===== src/rtl/mux4_arb_pkg.sv =====
// Shared types, sizes and the round-robin pick function for the
// four-source packet arbiter.
package mux4_arb_pkg;

    localparam int N_SRC = 4;
    localparam int SRC_W = 2;

    typedef enum logic {
        ARB_IDLE = 1'b0,
        ARB_BUSY = 1'b1
    } arb_state_t;

    // First set bit of valid, scanning ptr, ptr+1, ... modulo N_SRC.
    // Walking the offsets from far to near lets the nearest hit win.
    function automatic logic [SRC_W-1:0] rr_pick(
        input logic [N_SRC-1:0] valid,
        input logic [SRC_W-1:0] ptr
    );
        logic [SRC_W-1:0] idx;
        rr_pick = ptr;
        for (int k = N_SRC - 1; k >= 0; k--) begin
            idx = ptr + SRC_W'(k);
            if (valid[idx]) begin
                rr_pick = idx;
            end
        end
    endfunction

endpackage


===== src/rtl/mux4_rr_arbiter_mux.sv =====
// Combinational 4:1 data selector used to steer the granted source
// into the arbiter's output register.
module mux #(
    parameter int WIDTH = 8
) (
    input  logic [1:0]       i_sel,
    input  logic [WIDTH-1:0] i_a,
    input  logic [WIDTH-1:0] i_b,
    input  logic [WIDTH-1:0] i_c,
    input  logic [WIDTH-1:0] i_d,
    output logic [WIDTH-1:0] o_y
);

    always_comb begin
        o_y = i_a;
        unique case (i_sel)
            2'd0:    o_y = i_a;
            2'd1:    o_y = i_b;
            2'd2:    o_y = i_c;
            default: o_y = i_d;
        endcase
    end

endmodule


===== src/rtl/mux4_rr_arbiter.sv =====
// Packet-granular round-robin arbiter: four valid/ready sources share one
// registered output channel; a grant lasts until the source's last beat.
module mux4_rr_arbiter
    import mux4_arb_pkg::*;
#(
    parameter int WIDTH = 8
) (
    input  logic             i_clk,
    input  logic             i_rst,
    input  logic [3:0]       i_valid,
    input  logic [WIDTH-1:0] i_data_a,
    input  logic [WIDTH-1:0] i_data_b,
    input  logic [WIDTH-1:0] i_data_c,
    input  logic [WIDTH-1:0] i_data_d,
    input  logic [3:0]       i_last,
    output logic [3:0]       o_ready,
    output logic             o_valid,
    output logic [WIDTH-1:0] o_data,
    output logic             o_last,
    output logic [1:0]       o_src,
    input  logic             i_ready
);

    arb_state_t       r_state;
    arb_state_t       w_state_next;
    logic [SRC_W-1:0] r_grant;
    logic [SRC_W-1:0] w_grant_next;
    logic [SRC_W-1:0] r_rr_ptr;
    logic [SRC_W-1:0] w_rr_ptr_next;

    logic             r_valid;
    logic [WIDTH-1:0] r_data;
    logic             r_last;
    logic [SRC_W-1:0] r_src;

    logic             w_busy;
    logic             w_accept;
    logic             w_xfer;
    logic             w_xfer_last;
    logic [N_SRC-1:0] w_ready;
    logic [WIDTH-1:0] w_mux_data;

    assign w_busy   = (r_state == ARB_BUSY);
    // Output slot is free, or its current beat leaves this cycle.
    assign w_accept = !r_valid || i_ready;

    // Ready is a function of state and i_ready only, never of i_valid.
    generate
        for (genvar gi = 0; gi < N_SRC; gi++) begin : g_ready
            assign w_ready[gi] = w_busy && w_accept && (r_grant == SRC_W'(gi));
        end
    endgenerate

    assign w_xfer      = |(w_ready & i_valid);
    assign w_xfer_last = w_xfer && i_last[r_grant];

    mux #(
        .WIDTH (WIDTH)
    ) u_mux (
        .i_sel (r_grant),
        .i_a   (i_data_a),
        .i_b   (i_data_b),
        .i_c   (i_data_c),
        .i_d   (i_data_d),
        .o_y   (w_mux_data)
    );

    always_comb begin
        w_state_next  = r_state;
        w_grant_next  = r_grant;
        w_rr_ptr_next = r_rr_ptr;
        unique case (r_state)
            ARB_IDLE: begin
                if (|i_valid) begin
                    w_grant_next = rr_pick(i_valid, r_rr_ptr);
                    w_state_next = ARB_BUSY;
                end
            end
            ARB_BUSY: begin
                // Pointer moves past the winner only once its packet is done.
                if (w_xfer_last) begin
                    w_rr_ptr_next = r_grant + SRC_W'(1);
                    w_state_next  = ARB_IDLE;
                end
            end
            default: begin
                w_state_next = ARB_IDLE;
            end
        endcase
    end

    always_ff @(posedge i_clk) begin
        if (i_rst) begin
            r_state  <= ARB_IDLE;
            r_grant  <= '0;
            r_rr_ptr <= '0;
        end else begin
            r_state  <= w_state_next;
            r_grant  <= w_grant_next;
            r_rr_ptr <= w_rr_ptr_next;
        end
    end

    // Output stage: load on transfer, drain on i_ready, otherwise hold.
    always_ff @(posedge i_clk) begin
        if (i_rst) begin
            r_valid <= 1'b0;
            r_data  <= '0;
            r_last  <= 1'b0;
            r_src   <= '0;
        end else if (w_xfer) begin
            r_valid <= 1'b1;
            r_data  <= w_mux_data;
            r_last  <= i_last[r_grant];
            r_src   <= r_grant;
        end else if (i_ready) begin
            r_valid <= 1'b0;
        end
    end

    assign o_ready = w_ready;
    assign o_valid = r_valid;
    assign o_data  = r_data;
    assign o_last  = r_last;
    assign o_src   = r_src;

endmodule


===== config.mk =====
export PLATFORM = sky130hd
export DESIGN_NAME = mux4_rr_arbiter
export DESIGN_NICKNAME = d
export VERILOG_FILES = /design/src/rtl/mux4_arb_pkg.sv /design/src/rtl/mux4_rr_arbiter_mux.sv /design/src/rtl/mux4_rr_arbiter.sv
export SDC_FILE = /design/constraint.sdc
export NUM_CORES = 1
export LEC_CHECK = 0
export CAP_MARGIN = 10
export CELL_PAD_IN_SITES_DETAIL_PLACEMENT = 1
export CELL_PAD_IN_SITES_GLOBAL_PLACEMENT = 2
export CORE_ASPECT_RATIO = 1.4
export CORE_MARGIN = 2
export CORE_UTILIZATION = 22
export CTS_CLUSTER_DIAMETER = 50
export DETAILED_ROUTE_END_ITERATION = 8
export PLACE_DENSITY_LB_ADDON = 0.1
export SYNTH_ARGS = -nofsm -noshare
export SYNTH_HDL_FRONTEND = slang
export SYNTH_SLANG_ARGS = --single-unit

===== constraint.sdc =====
create_clock -name i_clk -period 3.7 [get_ports i_clk]
set_input_delay 1.11 -clock i_clk [delete_from_list [all_inputs] [get_ports i_clk]]
set_output_delay 1.11 -clock i_clk [all_outputs]
set_load 0.05 [all_outputs]

==> reports/qor.yml <==
synth_cells: 114
die-area_sq_mm: 0.00544
antenna_found_initial: 0
routed_wirelength_mm: 3.61
drt-pass1-iter-count: 4
die_y_microns: 86.5
fmax_ghz: 0.301
start_util_pct: 22.4
syn_nets: 162
grt_pass1_wl_mm: 5.71
grtUsageTotal_pct: 13.3
fin_crit_sh_pct: 89.9
dpl_worst_slack_ns: 0.369
root_buffer: "clkbuf_8"
vias: 1089
holdBufCountCts: 0
wire_per_inst_microns: 15.5
syn_to_final_growth_pct: 64.2
syn_area_per_cell_sq_um: 9.37
finalSetupViolations: 0
hpwl_mm: 2.82
slew_headroom_pct: 52.9
setup_ws_ns: 0.375
maxCapViolations: 0
syn-cell-area_sq_mm: 0.00107
hold_start: "o_data[2]"
insertion_delay_ns: 0.25
p_per_area_mw_per_mm2: 324
cts_max_level: 1
r2r_start: "r_grant[0]"
tritoncts: "built"
yosysSeqAreaShare_pct: 31.9
ys_warn_count: 0
worstSetupStartpointType: "input pin"
end_kind: "output port"
leakage_nw: 0.709
drt-initial-drc-count: 36
cp.required_ns: 2.59
coreArea_sq_mm: 0.00477
clk_pin_slew_ns: 0.07
cts_sinks: 17
hp-class: "reg -> reg"
ir_drop_mv: 0.129
synth_top_area_cell: "dfxtp_1"
hold_path_depth: 2
hold_violations: 0
viasPerCell: 4.67
antenna_cells: 0
cts_setup_buffers: 0
worstSetupStartpoint: "i_ready"
io_pins: 59
post_cts_resized: 0
grt_max_degree: 20
drive_gt1_share_pct: 7.69
grt-ovfl-total: 0
crit_type: "in -> out"
synth_top_area_share_pct: 31.9
synthDistinctLibCells: 31
min_period_ns: 3.32
nNetsFinal: 218
gp_congestion: 0.792
outcome: "finished clean"
crit_arrival_ns: 2.21
yosys_register_bits: 17
worst_pin_slew_ns: 0.704
path_max_fanout: 6
clockBufferDepth: 2
finClkSkew_ns: 0.00403
cts-buffers-inserted: 3
num_rows: 30
port-buffer-count: 58
first_global_vias: 1164
synth_area_leaders: "dfxtp_1 (32%), mux2i_1 (11%), a222oi_1 (7.5%), ha_1 (5.9%), nor2_1 (5.3%)"
ant_nets: 0
drc: 0
die_x_microns: 62.9
rr_worst_depth: 6
finalMaxSlewViolations: 0
fin_setup_tns_ns: 0
rsz0062_at_grt: "no"
## stage by stage
step           total power, mW  cell area, sq um  std cells  hold slack (ns)  utilization, %
2_1_floorplan            0.346              1070        114            0.492               -
3_3_place_gp             0.435              1710        229            0.478            35.9
3_5_place_dp             0.439              1710        229            0.488            35.9
4_1_cts                  0.582              1750        233            0.504            36.8
5_1_grt                  0.600              1750        233            0.527            36.8
6_report                 0.569              1750        233            0.495            36.8
## flip-flops by register name, summed over array words and instances (netlist names)
| register | cells |
|---|---|
| o_data | 8 |
| o_src | 2 |
| r_grant | 2 |
| r_rr_ptr | 2 |
| o_last | 1 |
| o_valid | 1 |
| r_state | 1 |
## placed cells by master (no fill, tap or decap)
cell type	instances
nand2b_1	3
nor2_1	15
clkbuf_1	1
clkbuf_8	3
mux2i_1	12
or4_1	1
a21oi_1	2
mux4_1	1
o211ai_4	1
nor3b_1	1
mux2_4	1
a222oi_1	8
nor4_1	1
buf_12	4
nor3_1	2
nor2b_4	1
o21ai_0	10
a22o_4	2
and3_2	1
ha_1	5
clkdlybuf4s50_1	54
nor2b_1	5
o221ai_1	1
a211oi_1	1
a311oi_1	1
dfxtp_1	17
and3_1	3
inv_1	3
nand2_1	9
## cells in the mapped netlist
| cell | n |
|---|---|
| a211oi_1 | 1 |
| a21oi_1 | 2 |
| a222oi_1 | 8 |
| a22o_4 | 2 |
| a311oi_1 | 1 |
| and3_1 | 3 |
| and3_2 | 1 |
| buf_12 | 1 |
| buf_2 | 1 |
| buf_4 | 2 |
| buf_6 | 1 |
| clkbuf_1 | 1 |
| clkbuf_2 | 1 |
| dfxtp_1 | 17 |
| ha_1 | 5 |
| inv_1 | 3 |
| mux2_4 | 1 |
| mux2i_1 | 12 |
| mux4_1 | 1 |
| nand2_1 | 9 |
| nand2b_1 | 3 |
| nor2_1 | 15 |
| nor2b_1 | 5 |
| nor2b_4 | 1 |
| nor3_1 | 2 |
| nor3b_1 | 1 |
| nor4_1 | 1 |
| o211ai_4 | 1 |
| o21ai_0 | 10 |
| o221ai_1 | 1 |
| or4_1 | 1 |
## critical path, stage by stage
cell             delay [ns]
clkdlybuf4s50_1        0.46
nand2b_1               0.25
and3_1                 0.25
buf_12                 0.15
## path summary, 6_finish.rpt
path | end | slack, ns
setup reg to reg | r_rr_ptr[0] | 1.29
hold / removal | o_data[2] | 0.49
setup / recovery | o_ready[3] | 0.38
hold reg to reg | o_data[2] | 0.49
## logic make-up after synthesis
logic type | share of synthesized area (%)
simple gates | 19.8
compound gates | 20.7
flops | 31.9
mux | 15.1
buf+inv | 6.67
fa+ha+maj | 5.85
## area by class of cell
cell class              count  area, sq um
multi-input cells          87          657
flip-flops and latches     17          340
well taps                  64         80.1
inverters                   3         11.3
clock buffers               4         45.0
repair buffers             58          621
fillers                   567         3010
## per-layer routing
metal  wire [microns]  part of all wire, %  GRT usage (%)  vias to the layer above
met4               19                 0.53           4.24                        0
li1                 -                    -              -                      530
met1             1460                   41           14.8                      519
met2             1920                   53           25.1                       38
met3              213                  5.9           2.60                        2
met5                0                    0              0                        -
## power breakdown
part | leakage [nW] | internal [mW] | switching [mW]
combinational | 0.548 | 0.110 | 0.111
sequential | 0.139 | 0.197 | 0.0132
clock | 0.0228 | 0.0763 | 0.0613
total | 0.709 | 0.384 | 0.185
Note: power is estimated with default switching activity, not from simulation.
